<file path="config.mk">
export PLATFORM = sky130hd
export DESIGN_NAME = l1_write_buffer_flat
export DESIGN_NICKNAME = d
export VERILOG_FILES = /design/src/rtl/l1_write_buffer_if.sv /design/src/rtl/l1_write_buffer.sv /design/src/flat_wrapper.sv
export SDC_FILE = /design/constraint.sdc
export NUM_CORES = 1
export LEC_CHECK = 0
export CAP_MARGIN = 20
export CORE_ASPECT_RATIO = 0.75
export CORE_MARGIN = 2
export CORE_UTILIZATION = 40
export DETAILED_ROUTE_END_ITERATION = 8
export DONT_BUFFER_PORTS = 1
export PLACE_DENSITY = 0.53
export REMOVE_ABC_BUFFERS = 1
export SLEW_MARGIN = 20
export SYNTH_ARGS = -nofsm -noshare
export SYNTH_HDL_FRONTEND = slang
export SYNTH_SLANG_ARGS = --single-unit
export TNS_END_PERCENT = 5
</file>
<file path="constraint.sdc">
create_clock -name clk -period 34.3 [get_ports clk]
set_input_delay 1.715 -clock clk [delete_from_list [all_inputs] [get_ports clk]]
set_output_delay 1.715 -clock clk [all_outputs]
set_load 0.1 [all_outputs]
</file>
<file path="src/rtl/l1_write_buffer_if.sv">
// Cache-side and memory-side signal bundle for the L1 write-through store buffer.
interface l1_write_buffer_if #(
  parameter int unsigned DEPTH  = 4,
  parameter int unsigned ADDR_W = 32,
  parameter int unsigned DATA_W = 32
);
  localparam int unsigned CNT_W = $clog2(DEPTH) + 1;

  logic              wr_valid;
  logic              wr_ready;
  logic [ADDR_W-1:0] wr_addr;
  logic [DATA_W-1:0] wr_data;
  logic              rd_valid;
  logic              rd_ready;
  logic [ADDR_W-1:0] rd_addr;
  logic              rd_resp_valid;
  logic [DATA_W-1:0] rd_resp_data;
  logic              mem_req;
  logic              mem_we;
  logic [ADDR_W-1:0] mem_addr;
  logic [DATA_W-1:0] mem_wdata;
  logic              mem_ack;
  logic [DATA_W-1:0] mem_rdata;
  logic              full;
  logic              empty;
  logic [CNT_W-1:0]  occupancy;

  // Environment side: cache requester plus backing memory responder
  modport master (
    output wr_valid, wr_addr, wr_data, rd_valid, rd_addr, mem_ack, mem_rdata,
    input  wr_ready, rd_ready, rd_resp_valid, rd_resp_data,
           mem_req, mem_we, mem_addr, mem_wdata, full, empty, occupancy
  );

  modport slave (
    input  wr_valid, wr_addr, wr_data, rd_valid, rd_addr, mem_ack, mem_rdata,
    output wr_ready, rd_ready, rd_resp_valid, rd_resp_data,
           mem_req, mem_we, mem_addr, mem_wdata, full, empty, occupancy
  );
endinterface

</file>
<file path="src/rtl/l1_write_buffer.sv">
// Write-through store buffer: FIFO of cache stores drained to memory, with read forwarding.
// Optional build macro WB_COALESCE_EN merges a store into a matching buffered entry.
module l1_write_buffer #(
  parameter int unsigned DEPTH  = 4,
  parameter int unsigned ADDR_W = 32,
  parameter int unsigned DATA_W = 32
) (
  input  logic               clk,
  input  logic               reset,
  l1_write_buffer_if.slave   bus
);
  localparam int unsigned PTR_W = $clog2(DEPTH);
  localparam int unsigned CNT_W = PTR_W + 1;
  localparam int unsigned TAG_W = ADDR_W - 2;

  typedef enum logic [1:0] {IDLE, DRAIN, READ} state_t;

  state_t            state, next_state;
  logic [TAG_W-1:0]  ent_tag  [DEPTH];
  logic [DATA_W-1:0] ent_data [DEPTH];
  logic [PTR_W-1:0]  head, tail;
  logic [CNT_W-1:0]  count, count_d;
  logic              full_q, empty_q;
  logic              rd_pend;
  logic [TAG_W-1:0]  pend_tag;

  logic              mem_req_q, mem_we_q, mem_req_d, mem_we_d;
  logic [ADDR_W-1:0] mem_addr_q, mem_addr_d;
  logic [DATA_W-1:0] mem_wdata_q, mem_wdata_d;
  logic              rd_resp_valid_q;
  logic [DATA_W-1:0] rd_resp_data_q;

  logic [TAG_W-1:0]  wr_tag, rd_tag;
  logic              wr_fire, rd_fire, rd_hit, rd_miss, push, pop;
  logic              coal_hit;
  logic [PTR_W-1:0]  coal_idx;
  logic [DATA_W-1:0] rd_hit_data, head_data;
  logic              unused_offset_bits;

  function automatic logic [PTR_W-1:0] phys(input logic [PTR_W-1:0] base, input int unsigned k);
    return base + PTR_W'(k);
  endfunction

  assign wr_tag             = bus.wr_addr[ADDR_W-1:2];
  assign rd_tag             = bus.rd_addr[ADDR_W-1:2];
  assign unused_offset_bits = ^{bus.wr_addr[1:0], bus.rd_addr[1:0]};

  assign bus.wr_ready = !full_q || coal_hit;
  assign bus.rd_ready = (state != READ) && !rd_pend;
  assign wr_fire      = bus.wr_valid && bus.wr_ready;
  assign rd_fire      = bus.rd_valid && bus.rd_ready;
  assign push         = wr_fire && !coal_hit;
  assign rd_miss      = rd_fire && !rd_hit;

  // Forwarding search, oldest to newest so the newest match wins; a same-cycle store is newest of all
  always_comb begin
    rd_hit      = 1'b0;
    rd_hit_data = '0;
    for (int unsigned k = 0; k < DEPTH; k++) begin
      if ((CNT_W'(k) < count) && (ent_tag[phys(head, k)] == rd_tag)) begin
        rd_hit      = 1'b1;
        rd_hit_data = ent_data[phys(head, k)];
      end
    end
    if (wr_fire && (wr_tag == rd_tag)) begin
      rd_hit      = 1'b1;
      rd_hit_data = bus.wr_data;
    end
  end

`ifdef WB_COALESCE_EN
  // The head being drained is excluded so the in-flight write data stays stable
  always_comb begin
    coal_hit = 1'b0;
    coal_idx = '0;
    for (int unsigned k = 0; k < DEPTH; k++) begin
      if ((CNT_W'(k) < count) && !((k == 0) && (state == DRAIN)) &&
          (ent_tag[phys(head, k)] == wr_tag)) begin
        coal_hit = 1'b1;
        coal_idx = phys(head, k);
      end
    end
  end
`else
  assign coal_hit = 1'b0;
  assign coal_idx = '0;
`endif

  // Head data as it will be after this edge, in case a store merges into it while idle
  assign head_data = (wr_fire && coal_hit && (coal_idx == head)) ? bus.wr_data : ent_data[head];

  assign count_d = count + CNT_W'(push) - CNT_W'(pop);

  // Next state and next memory-request fields
  always_comb begin
    next_state  = state;
    pop         = 1'b0;
    mem_addr_d  = mem_addr_q;
    mem_wdata_d = mem_wdata_q;
    unique case (state)
      IDLE: begin
        if (rd_pend) begin
          next_state = READ;
          mem_addr_d = {pend_tag, 2'b00};
        end else if (rd_miss) begin
          next_state = READ;
          mem_addr_d = {rd_tag, 2'b00};
        end else if (count != '0) begin
          next_state  = DRAIN;
          mem_addr_d  = {ent_tag[head], 2'b00};
          mem_wdata_d = head_data;
        end
      end
      DRAIN: begin
        if (bus.mem_ack) begin
          pop        = 1'b1;
          next_state = IDLE;
        end
      end
      READ: begin
        if (bus.mem_ack) next_state = IDLE;
      end
      default: next_state = IDLE;
    endcase
    mem_req_d = (next_state != IDLE);
    mem_we_d  = (next_state == DRAIN);
  end

  always_ff @(posedge clk or posedge reset) begin
    if (reset) begin
      state           <= IDLE;
      head            <= '0;
      tail            <= '0;
      count           <= '0;
      full_q          <= 1'b0;
      empty_q         <= 1'b1;
      rd_pend         <= 1'b0;
      pend_tag        <= '0;
      mem_req_q       <= 1'b0;
      mem_we_q        <= 1'b0;
      mem_addr_q      <= '0;
      mem_wdata_q     <= '0;
      rd_resp_valid_q <= 1'b0;
      rd_resp_data_q  <= '0;
      for (int unsigned i = 0; i < DEPTH; i++) begin
        ent_tag[i]  <= '0;
        ent_data[i] <= '0;
      end
    end else begin
      state       <= next_state;
      mem_req_q   <= mem_req_d;
      mem_we_q    <= mem_we_d;
      mem_addr_q  <= mem_addr_d;
      mem_wdata_q <= mem_wdata_d;
      count       <= count_d;
      full_q      <= (count_d == CNT_W'(DEPTH));
      empty_q     <= (count_d == '0);

      if (push) begin
        ent_tag[tail]  <= wr_tag;
        ent_data[tail] <= bus.wr_data;
        tail           <= tail + PTR_W'(1);
      end
      if (wr_fire && coal_hit) ent_data[coal_idx] <= bus.wr_data;
      if (pop) head <= head + PTR_W'(1);

      rd_resp_valid_q <= 1'b0;
      if (rd_fire && rd_hit) begin
        rd_resp_valid_q <= 1'b1;
        rd_resp_data_q  <= rd_hit_data;
      end
      if (rd_miss) begin
        rd_pend  <= 1'b1;
        pend_tag <= rd_tag;
      end
      if ((state == READ) && bus.mem_ack) begin
        rd_resp_valid_q <= 1'b1;
        rd_resp_data_q  <= bus.mem_rdata;
        rd_pend         <= 1'b0;
      end
    end
  end

  assign bus.mem_req       = mem_req_q;
  assign bus.mem_we        = mem_we_q;
  assign bus.mem_addr      = mem_addr_q;
  assign bus.mem_wdata     = mem_wdata_q;
  assign bus.rd_resp_valid = rd_resp_valid_q;
  assign bus.rd_resp_data  = rd_resp_data_q;
  assign bus.full          = full_q;
  assign bus.empty         = empty_q;
  assign bus.occupancy     = count;
endmodule

</file>
<file path="src/flat_wrapper.sv">
// flat-port wrapper written by rule: the top's interface ports become plain ports
module l1_write_buffer_flat 
#(
  parameter int unsigned DEPTH  = 4,
  parameter int unsigned ADDR_W = 32,
  parameter int unsigned DATA_W = 32
)
  (clk, reset, bus_wr_valid, bus_wr_addr, bus_wr_data, bus_rd_valid, bus_rd_addr, bus_mem_ack, bus_mem_rdata, bus_wr_ready, bus_rd_ready, bus_rd_resp_valid, bus_rd_resp_data, bus_mem_req, bus_mem_we, bus_mem_addr, bus_mem_wdata, bus_full, bus_empty, bus_occupancy);
  l1_write_buffer_if #(.DEPTH(DEPTH), .ADDR_W(ADDR_W), .DATA_W(DATA_W)) bus_i ();
  input  logic clk;
  input  logic reset;
  input wire logic [$bits(bus_i.wr_valid)-1:0] bus_wr_valid;
  input wire logic [$bits(bus_i.wr_addr)-1:0] bus_wr_addr;
  input wire logic [$bits(bus_i.wr_data)-1:0] bus_wr_data;
  input wire logic [$bits(bus_i.rd_valid)-1:0] bus_rd_valid;
  input wire logic [$bits(bus_i.rd_addr)-1:0] bus_rd_addr;
  input wire logic [$bits(bus_i.mem_ack)-1:0] bus_mem_ack;
  input wire logic [$bits(bus_i.mem_rdata)-1:0] bus_mem_rdata;
  output wire logic [$bits(bus_i.wr_ready)-1:0] bus_wr_ready;
  output wire logic [$bits(bus_i.rd_ready)-1:0] bus_rd_ready;
  output wire logic [$bits(bus_i.rd_resp_valid)-1:0] bus_rd_resp_valid;
  output wire logic [$bits(bus_i.rd_resp_data)-1:0] bus_rd_resp_data;
  output wire logic [$bits(bus_i.mem_req)-1:0] bus_mem_req;
  output wire logic [$bits(bus_i.mem_we)-1:0] bus_mem_we;
  output wire logic [$bits(bus_i.mem_addr)-1:0] bus_mem_addr;
  output wire logic [$bits(bus_i.mem_wdata)-1:0] bus_mem_wdata;
  output wire logic [$bits(bus_i.full)-1:0] bus_full;
  output wire logic [$bits(bus_i.empty)-1:0] bus_empty;
  output wire logic [$bits(bus_i.occupancy)-1:0] bus_occupancy;
  assign bus_i.wr_valid = bus_wr_valid;
  assign bus_i.wr_addr = bus_wr_addr;
  assign bus_i.wr_data = bus_wr_data;
  assign bus_i.rd_valid = bus_rd_valid;
  assign bus_i.rd_addr = bus_rd_addr;
  assign bus_i.mem_ack = bus_mem_ack;
  assign bus_i.mem_rdata = bus_mem_rdata;
  assign bus_wr_ready = bus_i.wr_ready;
  assign bus_rd_ready = bus_i.rd_ready;
  assign bus_rd_resp_valid = bus_i.rd_resp_valid;
  assign bus_rd_resp_data = bus_i.rd_resp_data;
  assign bus_mem_req = bus_i.mem_req;
  assign bus_mem_we = bus_i.mem_we;
  assign bus_mem_addr = bus_i.mem_addr;
  assign bus_mem_wdata = bus_i.mem_wdata;
  assign bus_full = bus_i.full;
  assign bus_empty = bus_i.empty;
  assign bus_occupancy = bus_i.occupancy;
  l1_write_buffer #(.DEPTH(DEPTH), .ADDR_W(ADDR_W), .DATA_W(DATA_W)) u_core (.clk(clk), .reset(reset), .bus(bus_i));
endmodule
</file>
### After elaboration in Yosys (flattened, before gate mapping)

Index checks and enable logic that the tools add are counted.

| word-level totals | value |
|---|---|
| register bits | 389 |
| bits in latches | 0 |
| RAM bits | 0 |
| bits in read-only memories | 0 |
| input bits | 133 |
| output and inout bits | 106 |
| word-level logic and storage cells | 136 |
| memories | 0 |

| operators by class | value |
|---|---|
| add/subtract/negate cells | 6 |
| $mul | 0 |
| div/mod/pow operators | 0 |
| $lt $le $gt $ge | 10 |
| eq/ne operators | 10 |
| shift-type cells | 0 |
| multiplexer cells | 56 |
| bitwise operators | 7 |
| reduce and logical (&&, ||, !) cells | 25 |

Operators with widths:

| cell | count |
|---|---|
| 32-bit two-way mux | 19 |
| 30-bit two-way mux | 9 |
| 32-bit binary-select mux with 2-bit select | 4 |
| 30-bit binary-select mux with 2-bit select | 4 |
| 30-bit equality test | 5 |
| 128-bit bitwise mux | 1 |
| 120-bit bitwise mux | 1 |
| 32-bit demux with 2-bit select | 1 |
| 30-bit demux with 2-bit select | 1 |
| 3-bit >= comparator (second input constant) | 5 |
| 2-bit inverter with 3-bit output | 5 |
| 1-bit logical AND | 12 |
| 1-bit two-way mux | 11 |
| 2-bit two-way mux | 4 |
| 1-bit by 3-bit < comparator with 1-bit output (first input constant) | 2 |
| 2-bit by 3-bit < comparator with 1-bit output (first input constant) | 2 |
| 2-bit nonzero test | 3 |
| 3-bit nonzero test | 2 |
| 2-bit by 1-bit adder with 2-bit output (second input constant) | 2 |
| 2-bit adder (second input constant) | 2 |
| 2-bit by 1-bit equality test with 1-bit output (second input constant) | 2 |
| 2-bit case mux with 2 select lines | 1 |
| 4-bit AND reduction | 1 |
| 3-bit by 1-bit adder with 3-bit output | 1 |
| other kinds (11) | 14 |

### Depth between registers and ports, before layout

| logic depth | value |
|---|---|
| depth after elaboration | 17 |
| depth in mapped cells | 17 |
| mapped depth without buffers | 11 |

### Least setup slack after synthesis

OpenSTA, ideal clock, no wires.

| timing path | value |
|---|---|
| path type | input to register |
| from | input port bus_rd_addr[6] |
| to | register u_core.mem_wdata_q[19] (netlist: u_core.bus.mem_wdata[19]) |
| setup time | 125 ps |
| arrival time | 4629 ps |
| data required time | 34175 ps |
| slack | 29546 ps |
| stages | 11 |
| path buffers | 3 |
| path through | clkbuf_1 xnor2_1 nand4_1 or4_1 nor4_1 a31oi_1 and4bb_1 buf_6 nor3_4 buf_4 mux2_2 |

| between the ends | value |
|---|---|
| longest elaborated chain between the ends | 11 |
| elaborated cells on any way between the ends | 19 |
| classes of those cells | 5 x eq/ne; 5 x mux; 1 x bitwise; 8 x reduce/logical |

RTL lines:

| item | RTL line | text |
|---|---|---|
| start: declaration | flat_wrapper.sv:16 | `input wire logic [$bits(bus_i.rd_addr)-1:0] bus_rd_addr;` |
| 30-bit equality test | l1_write_buffer.sv:60 | `if ((CNT_W'(k) < count) && (ent_tag[phys(head, k)] == rd_tag)) begin` |
| 1-bit logical AND | l1_write_buffer.sv:60 |  |
| 1-bit two-way mux (4 in a row) | l1_write_buffer.sv:60 |  |
| 1-bit two-way mux * | l1_write_buffer.sv:65 | `if (wr_fire && (wr_tag == rd_tag)) begin` |
| 1-bit logical NOT * | l1_write_buffer.sv:53 | `assign rd_miss = rd_fire && !rd_hit;` |
| 1-bit logical AND * | l1_write_buffer.sv:53 |  |
| 1-bit inverter (no source line) * | -- |  |
| 4-bit AND reduction (no source line) * | -- |  |
| end signal: assignment | l1_write_buffer.sv:154 | `mem_wdata_q <= mem_wdata_d;` |
| end: declaration | l1_write_buffer.sv:29 | `logic [DATA_W-1:0] mem_wdata_q, mem_wdata_d;` |

Every way passes the cells marked *; elsewhere a longest branch is shown, timed or not.
A chain may end at the register's enable or synchronous reset.

### Worst setup path after layout

| timing path | value |
|---|---|
| from | register u_core.head[1] |
| to | register u_core.mem_addr_q[28] (netlist: u_core.bus.mem_addr[28]) |

| between the ends | value |
|---|---|
| longest elaborated chain between the ends | 15 |
| elaborated cells on any way between the ends | 39 |
| classes of those cells | 3 x add/sub; 4 x eq/ne; 20 x mux; 4 x bitwise; 8 x reduce/logical |

RTL lines:

| item | RTL line | text |
|---|---|---|
| start: declaration | l1_write_buffer.sv:21 | `logic [PTR_W-1:0] head, tail;` |
| start signal: assignment | l1_write_buffer.sv:165 | `if (pop) head <= head + PTR_W'(1);` |
| 2-bit by 1-bit adder with 2-bit output or 2-bit inverter with 3-bit output (tied branches) | l1_write_buffer.sv:41, l1_write_buffer.sv:60, l1_write_buffer.sv:110 |  |
| 2-bit inverter with 3-bit output (not written as such) or 30-bit binary-select mux with 2-bit select (tied branches) | l1_write_buffer.sv:60, l1_write_buffer.sv:110 |  |
| 30-bit binary-select mux with 2-bit select or 30-bit two-way mux (tied branches) | l1_write_buffer.sv:60, l1_write_buffer.sv:110 |  |
| 30-bit two-way mux (on tied branches) | l1_write_buffer.sv:60, l1_write_buffer.sv:110 |  |
| 30-bit two-way mux (not written as such) or 30-bit equality test (tied branches) | l1_write_buffer.sv:60 |  |
| 30-bit equality test or 1-bit logical AND (tied branches) | l1_write_buffer.sv:60 |  |
| 1-bit logical AND or 1-bit two-way mux (tied branches) | l1_write_buffer.sv:60 |  |
| 1-bit two-way mux (3 in a row) | l1_write_buffer.sv:60 |  |
| 1-bit two-way mux | l1_write_buffer.sv:65 |  |
| 1-bit logical NOT | l1_write_buffer.sv:53 |  |
| 1-bit logical AND | l1_write_buffer.sv:53 |  |
| 3-bit nonzero test (no source line) or 32-bit two-way mux (tied branches) | -- |  |
| 2-bit AND reduction (no source line) or 32-bit two-way mux (tied branches) | -- |  |
| end signal: assignment | l1_write_buffer.sv:153 | `mem_addr_q <= mem_addr_d;` |
| end: declaration | l1_write_buffer.sv:28 | `logic [ADDR_W-1:0] mem_addr_q, mem_addr_d;` |

Several ways; a longest one is shown, not always the timed one. The select of a mux whose other input is x is not followed.

==> flow_summary_export.csv <==
group,metric,value,unit
run_status,status,"finished clean",
timing,fmax,162.9,MHz
routing,wire_per_inst,26.47,µm
timing,finalHoldViolCount,0,
clock_tree,clk_pin_slew,0.06,ns
pwr,swShare,48.04,%
clock_tree,htree_levels,2,
clock_tree,postCtsResizedCells,0,
critical_path,cp_data_arrival_time,6.56,ns
floorplanning,io_pins,239,
critical_path,crit_buf_inv,4,
timing,tns,0,ns
cells_and_area,seq_area,0.009693,mm²
critical_path,crit_start,"u_core.head[1]",
critical_path,cpMaxStageDelayCell,"dfrtp_4",
synth,synth.distinct_cells,72,
routing,drc,0,
synth,synth_edf_count,0,
synth,synth_top_cell_by_area,"dfrtp_1",
timing,rsz0062_at_grt,"no",
floorplanning,start_util,40.73,%
routing,avgViaCountPerCell,6.099,
routing,dr_total_vias,17720,
critical_path,critical_path_class,"reg -> reg",
critical_path,critical-path-top-delay-family,"buffers and inverters",
global_routing,grt_pass1_wl,115500,µm
critical_path,cp_max_fo,67,
pwr,internal_power,0.001678,W
global_routing,grt_pass1_vias,17460,
placed_design,pre_cts_ws,28.21,ns
cells_and_area,syn2layout_area_growth,8.046,%
critical_path,reg2reg_depth,14,
min_path,whs_path_depth,1,
floorplanning,die_x,287.6,µm
clock_tree,clockBufferDepth,3,
placed_design,dp_hpwl,50730,µm
global_routing,grt.total_usage,24.54,%
critical_path,end_kind,"register",
routing,first_pass_iters,5,
synth,synth_top_area_share,40.02,%
routing,drt_iter0_markers,1453,
critical_path,critPathRequiredTime,34.72,ns
timing,final_max_slew_viol_count,0,
floorplanning,die-height,216.7,µm
clock_tree,cts_tree,"built",
pwr,pwr-share-seq,38.5,%
synth,yosys_warnings,0,
cells_and_area,n_fill_cell,5521,
global_routing,grt_max_degree,127,
critical_path,rrSetupSlack,28.16,ns
pwr,power_leakage,10.68,nW
timing,period_minus_slack,6.139,ns
synth,synthArstFlopShare,100.0,%
synth,netlist_instances,2190,
synth,netlist_area,0.02414,mm²
floorplanning,core_area,0.05925,mm²
cells_and_area,layout-drive-gt1-share,29.36,%
timing,worst_slack,28.16,ns
critical_path,critPathMostFrequentCell,"buf_4",
pwr,max-vdd-ir-drop,0.05168,mV
timing,tightest_slew,1.104,ns
pwr,power.density,123.9,mW/mm²
routing,detail-route-antenna-nets,0,
global_routing,overflow,0,
clock_tree,cts_setup_buffers,0,
synth,yosysMostFrequentCell,"mux2_2",
synth,ys.flop_type,"dfrtp_1",
placed_design,port_buffers,0,
timing,relSlewSlack,26.31,%
critical_path,cp_cell_sequence,"buf_4 > buf_4 > mux4_2 > xnor2_1 > nand4_1 > nor2_1 > nand4_1 > buf_4 > a21bo_1 > and4bb_4 > buf_4 > a211oi_1 > a21oi_1 > o21ai_0",
cells_and_area,final_net_count,2229,
critical_path,regToRegStartpoint,"u_core.head[1]",
synth,syn-mean-instance-area,11.02,µm²
critical_path,critPathMaxStageDelay,0.90,ns
synth,yosys_register_bits,387,
critical_path,r2r-end,"u_core.bus.mem_addr[28]",
floorplanning,rows,77,
clock_tree,cts.sinks,387,
critical_path,critPathLaunchType,"register",
flow_run,drv_cap,0,
cells_and_area,fin_cells,2905,
min_path,min_path_type,"reg -> reg",
pwr,switching_power,0.001552,W
timing,fin_skew,0.02184,ns
cells_and_area,post-route-util,44.01,%
clock_tree,cts_buffers,45,
cells_and_area,multi_input_area,0.01350,mm²
global_routing,antenna_found_initial,3,
synth,synth_common_cells,"mux2_2, dfrtp_1, a21oi_1",
clock_tree,cts_hold_buf,0,
pwr,power.share.clock,15.6,%
min_path,hold_path.startpoint,"u_core.pend_tag[14]",
pwr,power_frac_comb,46.0,%
timing,final-setup-viol-count,0,
routing,drt_wl_total,76900,µm
clock_tree,ctsRootBufferMaster,"clkbuf_16",
placed_design,post-place-cells,2826,
placed_design,gp_congestion,0.9347,
min_path,min_to,"u_core.pend_tag[14]",
synth,netlist_top_cells_area,"dfrtp_1, mux2_2, mux2i_1",
floorplanning,dieArea,0.06234,mm²
synth,seq_area_frac_synth,40.13,%
clock_tree,clock_latency,0.58,ns
timing,min_period_over_period,17.90,%
==> cells in the final DEF, fill, tap and decap left out, drive strengths merged, types with 3 or more instances in the layout <==
cell type,instances
nor2,182
nor3,14
nor4,7
and3,31
o22ai,11
clkinv,7
mux4,44
mux2i,194
o2111ai,3
o221a,32
nand2,30
a21oi,212
o211ai,4
ha,12
bufinv,3
nand4,21
a222oi,3
diode,3
clkbuf,64
nand3,8
o21ai,80
or4,3
xor2,17
nand2b,5
o2bb2ai,5
a32oi,4
inv,25
buf,34
a2111oi,9
and2,14
dfrtp,386
mux2,415
o22a,4
nor2b,3
a31oi,6
nor3b,33
a211oi,43
xnor2,112
==> kinds of logic (layout without fill, tap and decap cells) <==
logic type	count (synthesis)	after routing	share of synthesized area, %
other	1	5	0.01554
xor gates and xnor gates	129	129	4.681
adders and majority gates	13	13	0.7050
and+or+nand+nor	360	360	7.372
AOI/OAI and AO/OA	434	434	11.21
buffers and inverters	213	134	4.230
DFF	387	387	40.13
muxes	653	653	31.66
==> state kept, by name, summed over array words and instances (netlist names), 2 cells and up <==
name and cells:
u_core.bus.rd_resp_data 32, u_core.head 2, u_core.ent_data 128, u_core.tail 2, u_core.bus.mem_addr 30, u_core.ent_tag 120
u_core.pend_tag 30, u_core.state 2, u_core.bus.occupancy 3, u_core.bus.mem_wdata 32
==> how the worst max path moves through the flow <==
stage / to / slack (ns) / depth (start not counted)
after CTS: u_core.bus.mem_addr[28] / 28.18 / 14
after detailed placement: u_core.bus.mem_addr[31] / 28.21 / 13
after global placement: u_core.bus.mem_addr[28] / 28.23 / 14
final: u_core.bus.mem_addr[28] / 28.16 / 14
after floorplan: u_core.bus.mem_addr[10] / 20.12 / 10
after global routing: u_core.bus.mem_addr[28] / 27.84 / 14
==> layer usage <==
metal	vias up	GRT usage, %	wire length [µm]
met5	-	0	0
met4	0	5.469	1268
met3	91	6.541	6222
met2	589	35.75	33190
met1	9185	36.23	36220
li1	7852	-	-
==> area by class of cell <==
class | count | area share (%)
multi-input cells | 1591 | 51.76
flip-flops and latches | 387 | 37.17
clock buffers | 64 | 5.331
well taps | 790 | 3.790
repair buffers | 34 | 0.9932
clock inverters | 12 | 0.5566
inverters | 24 | 0.3742
diodes | 3 | 0.02879
==> per-stage QoR <==
| step | hold slack, ns | area, µm² | total power [W] |
|---|---|---|---|
| floorplan | 0.4736 | 23210 | 0.002477 |
| global placement | 0.4817 | 24530 | 0.002675 |
| detailed placement | 0.4884 | 24530 | 0.002719 |
| CTS | 0.5012 | 26070 | 0.003234 |
| global route | 0.5095 | 26070 | 0.003424 |
| finish | 0.5014 | 26080 | 0.003230 |
==> power groups by stage <==
stage                     clock, W  combinational, W  sequential (W)
after CTS                 0.000517           0.00148         0.00124
after global routing      0.000537           0.00161         0.00128
final                     0.000503           0.00148         0.00124
after floorplan                  0           0.00122         0.00126
after global placement           0           0.00144         0.00124
after detailed placement         0           0.00147         0.00125
Power figures use the tool's default switching activity.
